--- config.mk ---
export PLATFORM = sky130hd
export DESIGN_NAME = div
export DESIGN_NICKNAME = d
export VERILOG_FILES = /design/src/rtl/div_pkg.sv /design/src/rtl/div_control.sv /design/src/rtl/div_datapath.sv /design/src/rtl/div.sv
export SDC_FILE = /design/constraint.sdc
export NUM_CORES = 1
export LEC_CHECK = 0
export CORE_UTILIZATION = 48
export DETAILED_ROUTE_END_ITERATION = 16
export GPL_TIMING_DRIVEN = 0
export PLACE_DENSITY = 0.85
export SLEW_MARGIN = 0
export SYNTH_ARGS = -nofsm -noshare
export SYNTH_HDL_FRONTEND = slang
export SYNTH_SLANG_ARGS = --single-unit
--- constraint.sdc ---
create_clock -name clk_i -period 2.8 [get_ports clk_i]
set_clock_uncertainty 0.05 [all_clocks]
set_input_delay 0.28 -clock clk_i [delete_from_list [all_inputs] [get_ports clk_i]]
set_output_delay 0.28 -clock clk_i [all_outputs]
set_load 0.02 [all_outputs]
--- src/rtl/div_pkg.sv ---
// Shared types and constants for the repetitive-subtraction divider.
// The state encodings are fixed so that status decoders outside this slice keep working.
package div_pkg;

    localparam int unsigned DIV_XLEN_DEFAULT = 16;

    localparam logic [1:0] DIV_ENC_IDLE    = 2'b00;
    localparam logic [1:0] DIV_ENC_CALC    = 2'b01;
    localparam logic [1:0] DIV_ENC_DONE    = 2'b10;
    localparam logic [1:0] DIV_ENC_ILLEGAL = 2'b11;

    typedef enum logic [1:0] {
        IDLE = DIV_ENC_IDLE,
        CALC = DIV_ENC_CALC,
        DONE = DIV_ENC_DONE
    } div_state_t;

    // IDLE and DONE both accept a new operation, which is what allows back-to-back use.
    function automatic logic state_can_accept(input div_state_t s);
        return (s == IDLE) || (s == DONE);
    endfunction

endpackage

--- src/rtl/div_control.sv ---
// Control FSM for the divider: sequences IDLE -> CALC -> DONE and drives the handshake.
// It decides when to stop subtracting from the datapath's ge flag.
module div_control
    import div_pkg::*;
(
    input  logic       clk_i,
    input  logic       reset_i,
    input  logic       ld_input_i,
    input  logic       ge_i,
    input  logic       div_zero_i,
    output logic       ready_o,
    output logic       valid_o,
    output logic       accept_o,
    output div_state_t state_o
);

    div_state_t state_q;
    div_state_t state_d;

    always_ff @(posedge clk_i or posedge reset_i) begin
        if (reset_i) begin
            state_q <= IDLE;
        end else begin
            state_q <= state_d;
        end
    end

    always_comb begin
        state_d  = state_q;
        ready_o  = 1'b0;
        valid_o  = 1'b0;
        accept_o = 1'b0;

        case (state_q)
            IDLE: begin
                ready_o  = 1'b1;
                accept_o = ld_input_i;
                if (ld_input_i) begin
                    state_d = div_zero_i ? DONE : CALC;
                end
            end
            CALC: begin
                if (!ge_i) begin
                    state_d = DONE;
                end
            end
            DONE: begin
                ready_o  = 1'b1;
                valid_o  = 1'b1;
                accept_o = ld_input_i;
                if (ld_input_i) begin
                    state_d = div_zero_i ? DONE : CALC;
                end
            end
            default: begin
                state_d = IDLE;
            end
        endcase

        // The illegal code falls through to default above and must never accept a load.
        if (!state_can_accept(state_q)) begin
            accept_o = 1'b0;
        end
    end

    assign state_o = state_q;

endmodule

--- src/rtl/div_datapath.sv ---
// Datapath for the divider: operand registers, full-width compare/subtract and quotient counter.
// The divisor is zero-extended so the compare and subtract run at the dividend width.
module div_datapath
    import div_pkg::*;
#(
    parameter int unsigned XLEN = DIV_XLEN_DEFAULT
) (
    input  logic              clk_i,
    input  logic              reset_i,
    input  logic              accept_i,
    input  div_state_t        state_i,
    input  logic [2*XLEN-1:0] dividend_i,
    input  logic [XLEN-1:0]   divisor_i,
    output logic              ge_o,
    output logic              div_zero_o,
    output logic              div_by_zero_o,
    output logic [2*XLEN-1:0] quotient_o,
    output logic [XLEN-1:0]   remainder_o
);

    localparam int unsigned DW = 2 * XLEN;

    logic [DW-1:0]   rem_q;
    logic [DW-1:0]   rem_d;
    logic [DW-1:0]   quot_q;
    logic [DW-1:0]   quot_d;
    logic [XLEN-1:0] dvs_q;
    logic [XLEN-1:0] dvs_d;
    logic            dbz_q;
    logic            dbz_d;

    logic [DW-1:0]   dvs_ext;

    assign dvs_ext    = {{XLEN{1'b0}}, dvs_q};
    assign ge_o       = (rem_q >= dvs_ext);
    assign div_zero_o = (divisor_i == '0);

    always_comb begin
        rem_d  = rem_q;
        quot_d = quot_q;
        dvs_d  = dvs_q;
        dbz_d  = dbz_q;

        if (accept_i) begin
            rem_d = dividend_i;
            dvs_d = divisor_i;
            if (div_zero_i_q()) begin
                quot_d = '1;
                dbz_d  = 1'b1;
            end else begin
                quot_d = '0;
                dbz_d  = 1'b0;
            end
        end else if ((state_i == CALC) && ge_o) begin
            rem_d  = rem_q - dvs_ext;
            quot_d = quot_q + DW'(1);
        end
    end

    function automatic logic div_zero_i_q();
        return div_zero_o;
    endfunction

    always_ff @(posedge clk_i or posedge reset_i) begin
        if (reset_i) begin
            rem_q  <= '0;
            quot_q <= '0;
            dvs_q  <= '0;
            dbz_q  <= 1'b0;
        end else begin
            rem_q  <= rem_d;
            quot_q <= quot_d;
            dvs_q  <= dvs_d;
            dbz_q  <= dbz_d;
        end
    end

    // The final remainder is always below the divisor, so dropping the upper half loses nothing.
    assign quotient_o    = quot_q;
    assign remainder_o   = rem_q[XLEN-1:0];
    assign div_by_zero_o = dbz_q;

endmodule

--- src/rtl/div.sv ---
// Unsigned repetitive-subtraction divider: 2*XLEN-bit dividend by XLEN-bit divisor.
// Thin top level that only wires the control FSM to the datapath.
module div
    import div_pkg::*;
#(
    parameter int unsigned XLEN = DIV_XLEN_DEFAULT
) (
    input  logic              clk_i,
    input  logic              reset_i,
    input  logic              ld_input_i,
    input  logic [2*XLEN-1:0] dividend_i,
    input  logic [XLEN-1:0]   divisor_i,
    output logic              ready_o,
    output logic              valid_o,
    output logic              div_by_zero_o,
    output logic [2*XLEN-1:0] quotient_o,
    output logic [XLEN-1:0]   remainder_o
);

    div_state_t state;
    logic       accept;
    logic       ge;
    logic       div_zero;

    div_control u_control (
        .clk_i      (clk_i),
        .reset_i    (reset_i),
        .ld_input_i (ld_input_i),
        .ge_i       (ge),
        .div_zero_i (div_zero),
        .ready_o    (ready_o),
        .valid_o    (valid_o),
        .accept_o   (accept),
        .state_o    (state)
    );

    div_datapath #(
        .XLEN (XLEN)
    ) u_datapath (
        .clk_i         (clk_i),
        .reset_i       (reset_i),
        .accept_i      (accept),
        .state_i       (state),
        .dividend_i    (dividend_i),
        .divisor_i     (divisor_i),
        .ge_o          (ge),
        .div_zero_o    (div_zero),
        .div_by_zero_o (div_by_zero_o),
        .quotient_o    (quotient_o),
        .remainder_o   (remainder_o)
    );

endmodule
==> impl_metrics.ini <==
[status]
outcome = finished, violations left
violations = negative setup slack

[synthesis]
synth_seq_cells = 83
synth_mux_area_share_pct = 0
synth_area_um2 = 5210
synth-edff-count = 0
async_flop_share_pct = 100
synth_area_per_cell_um2 = 8.39
yosysUniqueCellTypes = 54
syn_nets = 690
synth_compound_area_share_pct = 25.8
synth-main-ff-cell = dfrtp_1
synth-warning-count = 0
synth_area_leaders = dfrtp_1 (40%), a21oi_1 (6.4%), nand2_1 (5.0%), o21ai_0 (4.8%), nor2_1 (4.3%)
synthCells = 621
yosysSeqAreaShare_pct = 39.9
yosys.area_share.adder_pct = 4.47
synthSimpleGateAreaFrac_pct = 18.8
yosysTopAreaCell = dfrtp_1
synth_top_family_by_area = compound AO/OA/AOI/OAI gates
netlist.area_leader.share_pct = 39.9
synth-xor-area-share_pct = 4.54

[clocking]
cts_made_buffers = 9
cts_buffer_depth = 2
clk_latency_ns = 0.37
worst_setup_hold_path_clk_slew_ns = 0.09
postCtsHoldBufs = 0
htreeDepth = 3
clkSinkCount = 83
tritoncts = yes
cts_root_buf = clkbuf_8

[timing]
hold_viol_final = 0
setup_ws_ns = -0.405
rsz0062_at_grt = yes
max_freq_mhz = 312
tightest_slew_ns = 1.07
period_share_pct = 114
period_needed_ns = 3.20
finalSetupTns_ns = -19.41
drv_slew = 0
slew_headroom_pct = 28.5
setup_viol = 65
hold_slack_ns = 0.162

[setup_path]
max_stage_delay_ns = 0.60
path_cells = or4_4, or4b_1, a211oi_2, nand2_2, o21ai_4, buf_12, nand2_8, buf_6, o21a_1, o21a_1
crit_path_start_kind = flip-flop
crit_type = flip-flop to flip-flop
required_ns = 3.02
crit_arrival_ns = 3.43
cp_common_cell = o21a_1
crit_fanout = 8
worst_setup_path_end_kind = flip-flop
critPathSlowestCell = or4b_1

[drt]
vias_per_cell = 6.28
first_pass_iters = 7
drt_iter0_markers = 476
routedWlPerCell_um = 20.3
ant_nets = 0
via_count = 5759
route.detailed.drc = 0
wl_mm = 18.6

[cells_and_area]
fin_nets = 845
finalNonFillerCells = 917
layout_commonest_cell = clkdlybuf4s50_1
multi_input_area_um2 = 3350
area_growth_pct = 47.3
layout_common_cells = clkdlybuf4s50_1 (101), dfrtp_1 (83), nand2_1 (66)
seq_area_um2 = 2080
fillers = 718
drive_above_1_share_pct = 24.3
n_antenna_cell = 0

[placement]
placed_cells = 859
portBuffers = 101
place_congestion = 0.914
hpwlAfterDp_mm = 11.4
post-place-ws_ns = -0.577

[run]
cap_violations = 0

[die]
die_w_um = 106
coreArea_um2 = 10400
start_util_pct = 50.0
pin_count = 102
rows = 37
die_area_um2 = 11300
die_y_um = 106

[global_route]
grt_max_degree = 62
grt_pass1_wl_mm = 27.1
overflow = 0
grt_pass1_vias = 5495
groute.usage.overall_pct = 30.9
antenna_found_initial = 0

[power_and_ir_drop]
leakagePower_uw = 0.00313
ir_drop_v = 0.000684
powerDensity_nw_per_um2 = 1180

[min_path]
hp-class = input port to async pin
## cells by family (layout without fill, tap and decap cells)
kind of cell               Yosys count  in the layout
and+or+nand+nor                    209            209
buffers and inverters               72            231
adders and majority gates           18             18
DFF                                 83             83
xor gates and xnor gates            27             27
AOI/OAI and AO/OA                  212            213
## path summary, 6_finish.rpt
check                                                     start  cells past startpoint                                     to  slack [ns]
hold reg to reg            u_datapath.div_by_zero_o$_DFFE_PP0P_                      2   u_datapath.div_by_zero_o$_DFFE_PP0P_        0.45
setup / recovery               u_datapath.rem_q[16]$_DFFE_PP0P_                     10  u_datapath.quotient_o[29]$_DFFE_PP0P_       -0.40
setup reg to reg               u_datapath.rem_q[16]$_DFFE_PP0P_                     10  u_datapath.quotient_o[29]$_DFFE_PP0P_       -0.40
hold / removal                                          reset_i                      2   u_datapath.quotient_o[9]$_DFFE_PP0P_        0.16
min in group clk_i                               dividend_i[19]                      3       u_datapath.rem_q[19]$_DFFE_PP0P_        0.38
max in group asynchronous                               reset_i                      3        u_datapath.dvs_q[1]$_DFFE_PP0P_        1.93
## Yosys cell counts (4+ instances only)
master	count
xor2_1	10
nor2_1	59
nor4_1	7
nor3_1	9
o21a_1	7
inv_1	29
a211o_1	4
o21ai_1	10
dfrtp_1	83
and3_1	10
o22a_1	12
ha_1	17
a211oi_1	7
a21oi_1	67
clkbuf_1	20
buf_4	18
buf_2	5
a21o_1	13
nand4_1	7
a31oi_1	17
nand3_1	23
xnor2_1	17
nand2_1	70
or3_1	4
o21ai_0	50
## repair_timing
action | 4_1_cts | 5_1_grt
gates resized for setup | 67 | 109
pin swaps | 34 | 52
buffers inserted | 22 | 18
gates cloned | 3 | 4
setup endpoints to repair | 65 | 75
## report_power, final
group,internal (uW),total [uW],switching [uW]
registers,1640,2090,443
logic,2890,6140,3250
clock network,368,828,460
## through the flow
| step | util (%) | power, uW | area (um2) |
|---|---|---|---|
| 3_5_place_dp | 62.0 | 6370 | 6460 |
| 3_3_place_gp | 61.7 | 6260 | 6430 |
| 6_report | 73.7 | 9050 | 7680 |
| 5_1_grt | 73.7 | 9550 | 7680 |
| 2_1_floorplan | - | 5190 | 5250 |
| 4_1_cts | 67.6 | 7700 | 7040 |
## metal layers
layer | track usage (%) | up-vias | part of all wire (%)
met5 | 0 | - | 0
met4 | 17.3 | 0 | 4.6
met3 | 4.78 | 85 | 9.6
met2 | 50.0 | 407 | 48
met1 | 39.5 | 2730 | 38
li1 | - | 2537 | -
## flip-flops by register name (all words and copies together), names as in the netlist
signal	count
u_control.state_o	2
u_datapath.div_by_zero_o	1
u_datapath.dvs_q	16
u_datapath.quotient_o	32
u_datapath.rem_q	32
## critical path, delay by kind of cell (launching register included)
family	cells	cell delay, ns
buf+inv	2	0.33
flops	1	0.49
compound gates	4	0.79
simple gates	4	1.43
## layout make-up
class                   count  share of cell area (%)
plain buffers              41                    3.55
clock inverters             4                   0.326
multi-input cells         467                    43.6
well taps                 136                    2.22
inverters                  29                    1.45
repair buffers            145                    19.8
clock buffers              12                    2.02
flip-flops and latches     83                    27.1
(Power assumes the default switching activity.)
